===== config.mk =====
export PLATFORM = sky130hd
export DESIGN_NAME = spawn_arbiter_flat
export DESIGN_NICKNAME = d
export VERILOG_FILES = /design/src/rtl/spawn_arbiter_if.sv /design/src/rtl/spawn_arbiter.sv /design/src/flat_wrapper.sv
export SDC_FILE = /design/constraint.sdc
export NUM_CORES = 1
export LEC_CHECK = 0
export CAP_MARGIN = 20
export CORE_ASPECT_RATIO = 1.5
export CORE_MARGIN = 2
export CORE_UTILIZATION = 63
export CTS_CLUSTER_DIAMETER = 120
export CTS_CLUSTER_SIZE = 24
export DETAILED_ROUTE_END_ITERATION = 8
export DONT_BUFFER_PORTS = 1
export GPL_TIMING_DRIVEN = 0
export PLACE_DENSITY = 0.79
export SLEW_MARGIN = 20
export SYNTH_ARGS = -nofsm -noshare
export SYNTH_HDL_FRONTEND = slang
export SYNTH_SLANG_ARGS = --single-unit

===== constraint.sdc =====
create_clock -name clk -period 3.2 [get_ports clk]
set_clock_uncertainty 0.2 [all_clocks]
set_input_delay 0.8 -clock clk [delete_from_list [all_inputs] [get_ports clk]]
set_output_delay 0.8 -clock clk [all_outputs]
set_load 0.01 [all_outputs]

===== src/rtl/spawn_arbiter_if.sv =====
// Bus bundle for spawn_arbiter: Avalon-MM register port plus the
// per-requester spawn handshake and the starvation interrupt.
interface spawn_arbiter_if #(
   parameter int NUM_REQ = 2
);
   logic [1:0]         address;
   logic               chipselect;
   logic               write_n;
   logic [31:0]        writedata;
   logic [31:0]        readdata;
   logic [NUM_REQ-1:0] spawn_req;
   logic [NUM_REQ-1:0] spawn_ack;
   logic [NUM_REQ-1:0] spawn_gnt;
   logic               spawn_valid;
   logic [19:0]        spawn_pos;
   logic               irq;

   modport slave (
      input  address, chipselect, write_n, writedata, spawn_req, spawn_ack,
      output readdata, spawn_gnt, spawn_valid, spawn_pos, irq
   );

   modport master (
      output address, chipselect, write_n, writedata, spawn_req, spawn_ack,
      input  readdata, spawn_gnt, spawn_valid, spawn_pos, irq
   );
endinterface


===== src/rtl/spawn_arbiter.sv =====
// spawn_arbiter: queues software-written 20-bit spawn positions and hands
// them out one at a time to NUM_REQ requesters using round-robin arbitration,
// a valid/ack handshake and a post-ack cooldown.
// Optional starvation interrupt is built when SPAWN_ARB_IRQ_EN is defined;
// otherwise irq is tied low.
module spawn_arbiter #(
   parameter int          NUM_REQ    = 2,
   parameter int          FIFO_DEPTH = 4,
   parameter logic [15:0] COOLDOWN   = 16'd1000
) (
   input  logic            clk,
   input  logic            reset_n,
   spawn_arbiter_if.slave  bus
);
   localparam int AW = $clog2(FIFO_DEPTH);
   localparam logic [NUM_REQ-1:0] ONE = NUM_REQ'(1);

   typedef enum logic [1:0] {S_IDLE, S_GRANT, S_COOL} state_t;

   state_t             state_reg, state_next;
   logic [3:0]         count_reg, count_next;
   logic [AW-1:0]      wr_ptr_reg, wr_ptr_next;
   logic [AW-1:0]      rd_ptr_reg, rd_ptr_next;
   logic               enable_reg, enable_next;
   logic               overflow_reg, overflow_next;
   logic [2:0]         last_id_reg, last_id_next;
   logic [19:0]        last_pos_reg, last_pos_next;
   logic [15:0]        cnt_reg, cnt_next;
   logic               valid_reg, valid_next;
   logic [NUM_REQ-1:0] gnt_reg, gnt_next;
   logic [19:0]        pos_reg, pos_next;

   logic [19:0]        mem [FIFO_DEPTH];

   logic               wr_en, push, ctrl_wr, push_ok, pop;
   logic               full, empty;
   logic [2:0]         start_id;
   logic [NUM_REQ-1:0] hi_mask, masked_req, pick, win_onehot;
   logic [NUM_REQ-1:0] sel_b0, sel_b1, sel_b2;
   logic [2:0]         win_id;
   logic               unused_bits;

   assign wr_en   = bus.chipselect & ~bus.write_n;
   assign push    = wr_en & (bus.address == 2'd0);
   assign ctrl_wr = wr_en & (bus.address == 2'd1);
   assign full    = (count_reg == 4'(FIFO_DEPTH));
   assign empty   = (count_reg == 4'd0);
   assign push_ok = push & ~full;
   assign unused_bits = ^bus.writedata[31:20];

   // Round-robin: prefer requesters at or above the slot after the last
   // winner; if none, wrap around to the lowest asserted requester.
   assign start_id   = (last_id_reg == 3'(NUM_REQ - 1)) ? 3'd0 : last_id_reg + 3'd1;
   assign masked_req = bus.spawn_req & hi_mask;
   assign pick       = (|masked_req) ? masked_req : bus.spawn_req;
   assign win_onehot = pick & (~pick + ONE);
   assign win_id     = {|sel_b2, |sel_b1, |sel_b0};

   genvar gi;
   generate
      for (gi = 0; gi < NUM_REQ; gi++) begin : g_req
         assign hi_mask[gi] = (3'(gi) >= start_id);
         assign sel_b0[gi]  = win_onehot[gi] & ((gi & 1) != 0);
         assign sel_b1[gi]  = win_onehot[gi] & ((gi & 2) != 0);
         assign sel_b2[gi]  = win_onehot[gi] & ((gi & 4) != 0);
      end
   endgenerate

   // Position queue storage; no reset so it maps onto plain RAM.
   always_ff @(posedge clk) begin
      if (push_ok) begin
         mem[wr_ptr_reg] <= bus.writedata[19:0];
      end
   end

   // Grant FSM next-state and handshake outputs.
   always_comb begin
      state_next    = state_reg;
      cnt_next      = cnt_reg;
      valid_next    = valid_reg;
      gnt_next      = gnt_reg;
      pos_next      = pos_reg;
      last_id_next  = last_id_reg;
      last_pos_next = last_pos_reg;
      pop           = 1'b0;
      case (state_reg)
         S_IDLE: begin
            if (enable_reg && !empty && (|bus.spawn_req)) begin
               pop           = 1'b1;
               pos_next      = mem[rd_ptr_reg];
               last_pos_next = mem[rd_ptr_reg];
               gnt_next      = win_onehot;
               last_id_next  = win_id;
               valid_next    = 1'b1;
               state_next    = S_GRANT;
            end
         end
         S_GRANT: begin
            // gnt_reg is one-hot on last_id, so this only sees the winner's ack.
            if (|(bus.spawn_ack & gnt_reg)) begin
               valid_next = 1'b0;
               gnt_next   = '0;
               if (COOLDOWN == 16'd0) begin
                  state_next = S_IDLE;
               end else begin
                  cnt_next   = COOLDOWN;
                  state_next = S_COOL;
               end
            end
         end
         S_COOL: begin
            if (cnt_reg <= 16'd1) begin
               cnt_next   = 16'd0;
               state_next = S_IDLE;
            end else begin
               cnt_next = cnt_reg - 16'd1;
            end
         end
         default: begin
            state_next = S_IDLE;
         end
      endcase
   end

   // Queue pointers, occupancy and control register updates.
   always_comb begin
      wr_ptr_next   = wr_ptr_reg;
      rd_ptr_next   = rd_ptr_reg;
      count_next    = count_reg;
      enable_next   = enable_reg;
      overflow_next = overflow_reg;
      if (push_ok) begin
         wr_ptr_next = wr_ptr_reg + 1'b1;
      end
      if (pop) begin
         rd_ptr_next = rd_ptr_reg + 1'b1;
      end
      case ({push_ok, pop})
         2'b10:   count_next = count_reg + 4'd1;
         2'b01:   count_next = count_reg - 4'd1;
         default: count_next = count_reg;
      endcase
      if (ctrl_wr) begin
         enable_next = bus.writedata[0];
         if (bus.writedata[1]) begin
            overflow_next = 1'b0;
         end
      end
      if (push && full) begin
         overflow_next = 1'b1;
      end
   end

   // State register with asynchronous active-low reset.
   always_ff @(posedge clk or negedge reset_n) begin
      if (!reset_n) begin
         state_reg    <= S_IDLE;
         count_reg    <= 4'd0;
         wr_ptr_reg   <= '0;
         rd_ptr_reg   <= '0;
         enable_reg   <= 1'b0;
         overflow_reg <= 1'b0;
         last_id_reg  <= 3'(NUM_REQ - 1);
         last_pos_reg <= 20'd0;
         cnt_reg      <= 16'd0;
         valid_reg    <= 1'b0;
         gnt_reg      <= '0;
         pos_reg      <= 20'd0;
      end else begin
         state_reg    <= state_next;
         count_reg    <= count_next;
         wr_ptr_reg   <= wr_ptr_next;
         rd_ptr_reg   <= rd_ptr_next;
         enable_reg   <= enable_next;
         overflow_reg <= overflow_next;
         last_id_reg  <= last_id_next;
         last_pos_reg <= last_pos_next;
         cnt_reg      <= cnt_next;
         valid_reg    <= valid_next;
         gnt_reg      <= gnt_next;
         pos_reg      <= pos_next;
      end
   end

`ifdef SPAWN_ARB_IRQ_EN
   logic irq_reg, irq_next;

   // Starvation flag: a requester waits while the queue is empty; any push
   // or an overflow-clear write acknowledges it (clear has priority).
   always_comb begin
      irq_next = irq_reg;
      if (push || (ctrl_wr && bus.writedata[1])) begin
         irq_next = 1'b0;
      end else if ((state_reg == S_IDLE) && enable_reg && empty && (|bus.spawn_req)) begin
         irq_next = 1'b1;
      end
   end

   // Interrupt register.
   always_ff @(posedge clk or negedge reset_n) begin
      if (!reset_n) begin
         irq_reg <= 1'b0;
      end else begin
         irq_reg <= irq_next;
      end
   end

   assign bus.irq = irq_reg;
`else
   assign bus.irq = 1'b0;
`endif

   assign bus.spawn_valid = valid_reg;
   assign bus.spawn_gnt   = gnt_reg;
   assign bus.spawn_pos   = pos_reg;

   // Zero-wait register read mux.
   always_comb begin
      bus.readdata = 32'd0;
      case (bus.address)
         2'd0: bus.readdata = {16'd0, 8'(bus.spawn_req), (state_reg != S_IDLE),
                               overflow_reg, empty, full, count_reg};
         2'd1: bus.readdata = {31'd0, enable_reg};
         2'd2: bus.readdata = {9'd0, last_id_reg, last_pos_reg};
         2'd3: bus.readdata = {16'd0, cnt_reg};
         default: bus.readdata = 32'd0;
      endcase
   end
endmodule

===== src/flat_wrapper.sv =====
// flat-port wrapper written by rule: the top's interface ports become plain ports
module spawn_arbiter_flat 
#(
   parameter int          NUM_REQ    = 2,
   parameter int          FIFO_DEPTH = 4,
   parameter logic [15:0] COOLDOWN   = 16'd1000
)
  (clk, reset_n, bus_address, bus_chipselect, bus_write_n, bus_writedata, bus_spawn_req, bus_spawn_ack, bus_readdata, bus_spawn_gnt, bus_spawn_valid, bus_spawn_pos, bus_irq);
  spawn_arbiter_if #(.NUM_REQ(NUM_REQ)) bus_i ();
  input  logic clk;
  input  logic reset_n;
  input wire logic [$bits(bus_i.address)-1:0] bus_address;
  input wire logic [$bits(bus_i.chipselect)-1:0] bus_chipselect;
  input wire logic [$bits(bus_i.write_n)-1:0] bus_write_n;
  input wire logic [$bits(bus_i.writedata)-1:0] bus_writedata;
  input wire logic [$bits(bus_i.spawn_req)-1:0] bus_spawn_req;
  input wire logic [$bits(bus_i.spawn_ack)-1:0] bus_spawn_ack;
  output wire logic [$bits(bus_i.readdata)-1:0] bus_readdata;
  output wire logic [$bits(bus_i.spawn_gnt)-1:0] bus_spawn_gnt;
  output wire logic [$bits(bus_i.spawn_valid)-1:0] bus_spawn_valid;
  output wire logic [$bits(bus_i.spawn_pos)-1:0] bus_spawn_pos;
  output wire logic [$bits(bus_i.irq)-1:0] bus_irq;
  assign bus_i.address = bus_address;
  assign bus_i.chipselect = bus_chipselect;
  assign bus_i.write_n = bus_write_n;
  assign bus_i.writedata = bus_writedata;
  assign bus_i.spawn_req = bus_spawn_req;
  assign bus_i.spawn_ack = bus_spawn_ack;
  assign bus_readdata = bus_i.readdata;
  assign bus_spawn_gnt = bus_i.spawn_gnt;
  assign bus_spawn_valid = bus_i.spawn_valid;
  assign bus_spawn_pos = bus_i.spawn_pos;
  assign bus_irq = bus_i.irq;
  spawn_arbiter #(.NUM_REQ(NUM_REQ), .FIFO_DEPTH(FIFO_DEPTH), .COOLDOWN(COOLDOWN)) u_core (.clk(clk), .reset_n(reset_n), .bus(bus_i));
endmodule

==> run_results.csv <==
group,metric,value,unit
outcome,status,"complete, no violations",
critical_path,worstSetupStartpoint,"bus_address[0]",
power,peakVddDrop,0.617,mV
placed_design,finalWeightedCongestion,0.875,
cells_and_area,final_cells,544,
critical_path,r2r_cells,9,
floorplanning,rows,43,
clocking,tritoncts.num_buffers,17,
cells_and_area,regArea,3700,um2
cells_and_area,fillCellCount,572,
cells_and_area,finalInstanceArea,6810,um2
critical_path,path_class,"primary input to primary output",
cells_and_area,layout_common_cells,"80 x edfxtp_1, 51 x dfrtp_1, 21 x mux4_2",
timing,slew_headroom,0.259,
drt,vias,3400,
global_routing,grt_usage,0.253,
clocking,clock_sinks,132,
yosys,synthDistinctLibCells,54,
yosys,synth_area,5960,um2
critical_path,critPathMaxFanout,10,
timing,fin_tns_setup,0,ns
drt,dr.pass1.iters,4,
timing,tightest_slew,1.11,ns
critical_path,rrSetupSlack,0.25,ns
yosys,synth_top_area_share,0.403,
clocking,cts_tree,"built",
floorplanning,core,9250,um2
floorplanning,initial_utilization,0.644,
placed_design,io_buffers,0,
timing,timing.fmax,323,MHz
clocking,htreeDepth,4,
clocking,clk-insertion-delay-late,0.41,ns
clocking,cts-root-buf,"clkbuf_16",
clocking,clockBufferDepth,2,
timing,rsz0062_at_grt,"no",
drt,drc,0,
cells_and_area,final_common_cell,"edfxtp_1",
clocking,post-cts-setup-buffers,0,
yosys,synth-seq-area-share,0.621,
placed_design,dp_hpwl,7.78,mm
drt,postRouteWirelength,12.1,mm
yosys,synth.ff_latch_count,132,
flow_run,drv_cap,0,
yosys,async_reset_ff_frac,0.394,
global_routing,overflow,0,
timing,final-hold-violation-count,0,
timing,setup_ws,0.101,ns
drt,viasPerCell,6.25,
timing,finalSetupViolCount,0,
placed_design,placedCellCount,511,
cells_and_area,nets,470,
critical_path,startpoint_type,"primary input",
global_routing,antenna_found_initial,0,
cells_and_area,largest_reg_flops,80,
floorplanning,fp.dieW,83.4,um
floorplanning,die_h,123,um
global_routing,grt_first_pass_wirelength,19.3,mm
critical_path,rr_startpoint,"u_core.count_reg[1]$_DFFE_PN0P_",
cells_and_area,antenna_cells,0,
critical_path,cp.arrival,2.10,ns
min_path,timing.hold.worst.class,"primary input to asynchronous set/reset pin",
clocking,clk_pin_slew,0.05,ns
power,power,6170,uW
yosys,synth_edf_count,80,
drt,drt_iter0_markers,281,
power,powerDensity,907,nW/um2
timing,finalMaxSlewViolations,0,
power,total_leakage_power,0.00265,uW
critical_path,r2r-end,"u_core.count_reg[3]$_DFFE_PN0P_",
yosys,synth_ff_type,"edfxtp_1",
timing,fin_crit,3.10,ns
critical_path,worst_ep_required_time,2.20,ns
cells_and_area,area_growth,14.2,%
floorplanning,die_area,10300,um2
placed_design,dpl-instance-area,6140,um2
drt,postRouteAntennaNets,0,
placed_design,dpl_worst_slack,-0.160,ns
cells_and_area,multiInputGateArea,2070,um2
cells_and_area,layout-drive-gt1-share,0.264,
drt,detail_route.wl_per_cell,22.3,um
yosys,ys_warn_count,0,
yosys,yosysTopAreaCell,"edfxtp_1",
yosys,synth_area_leaders,"edfxtp_1 40%, dfrtp_1 21%, mux4_2 7.9%",
yosys,syn_inst,388,
global_routing,grt_pass1_vias,3575,
timing,period_share,0.968,
yosys,synth_area_per_cell,15.4,um2
global_routing,grt_max_degree,52,
critical_path,setup.worst_path.end_class,"primary output",
floorplanning,top_level_ports,98,
what timing repair did:
item / 4_1_cts / 5_1_grt
resized for setup: 1 / 0
hold buffers: 1 / 0
endpoints found under the hold margin: 51 / 0
endpoints found under the setup margin: 4 / 0
power breakdown:
| group | switching, uW | internal (uW) |
|---|---|---|
| Sequential | 414 | 2120 |
| Combinational | 750 | 847 |
| Clock | 698 | 1350 |
area by class of cell:
type,count,area share
timing repair buffer,1,0.00404
sequential,132,0.544
buffer,28,0.0300
clock inverter,12,0.0263
tap,112,0.0206
clock buffer,20,0.0671
multi-input combinational,231,0.304
inverter,8,0.00441
worst max path at each step:
stage / cells after the start / end / slack [ns]
CTS: 4 / bus_readdata[7] / 0.09
global placement: 3 / u_core.mem[2][10]$_DFFE_PP_ / -0.13
detailed placement: 10 / u_core.count_reg[2]$_DFFE_PN0P_ / -0.16
floorplan: 10 / u_core.count_reg[2]$_DFFE_PN0P_ / 0.26
finish: 4 / bus_readdata[7] / 0.10
global route: 4 / bus_readdata[7] / 0.03
stage by stage:
stage,utilization,hold WS [ns]
6_report,0.736,0.0377
3_3_place_gp,0.664,0.307
2_1_floorplan,-,0.269
4_1_cts,0.736,0.0199
3_5_place_dp,0.664,0.307
5_1_grt,0.736,0.0166
Yosys cell counts, types with 9 or more instances:
library cell and count:
dfrtp_1 51, buf_4 12, o21ai_0 12, ha_1 9, nor2b_1 9, mux2_4 20, nand2_1 20, mux2_2 10
edfxtp_1 80, a21oi_1 12, and2_1 9, nand3_1 11, mux4_2 21, nor2_1 14
per-layer routing:
metal  routed length, um  global-route usage  share of wire
met5                   0                   0              0
met1                4510               0.291           0.37
met4                 264               0.110          0.022
met2                6580               0.439           0.54
met3                 774              0.0801          0.064
kinds of logic after synthesis:
group	share of synthesized area
xor gates and xnor gates	0.0118
adders and majority gates	0.0189
DFF	0.621
and+or+nand+nor	0.0873
AOI/OAI and AO/OA	0.0607
other	0.000629
muxes	0.160
buffers and inverters	0.0390
worst max-delay path: stages:
cell	delay [ns]
clkbuf_1	0.23
clkbuf_1	0.57
mux2i_1	0.18
a21oi_1	0.31
(Power assumes the default switching activity.)
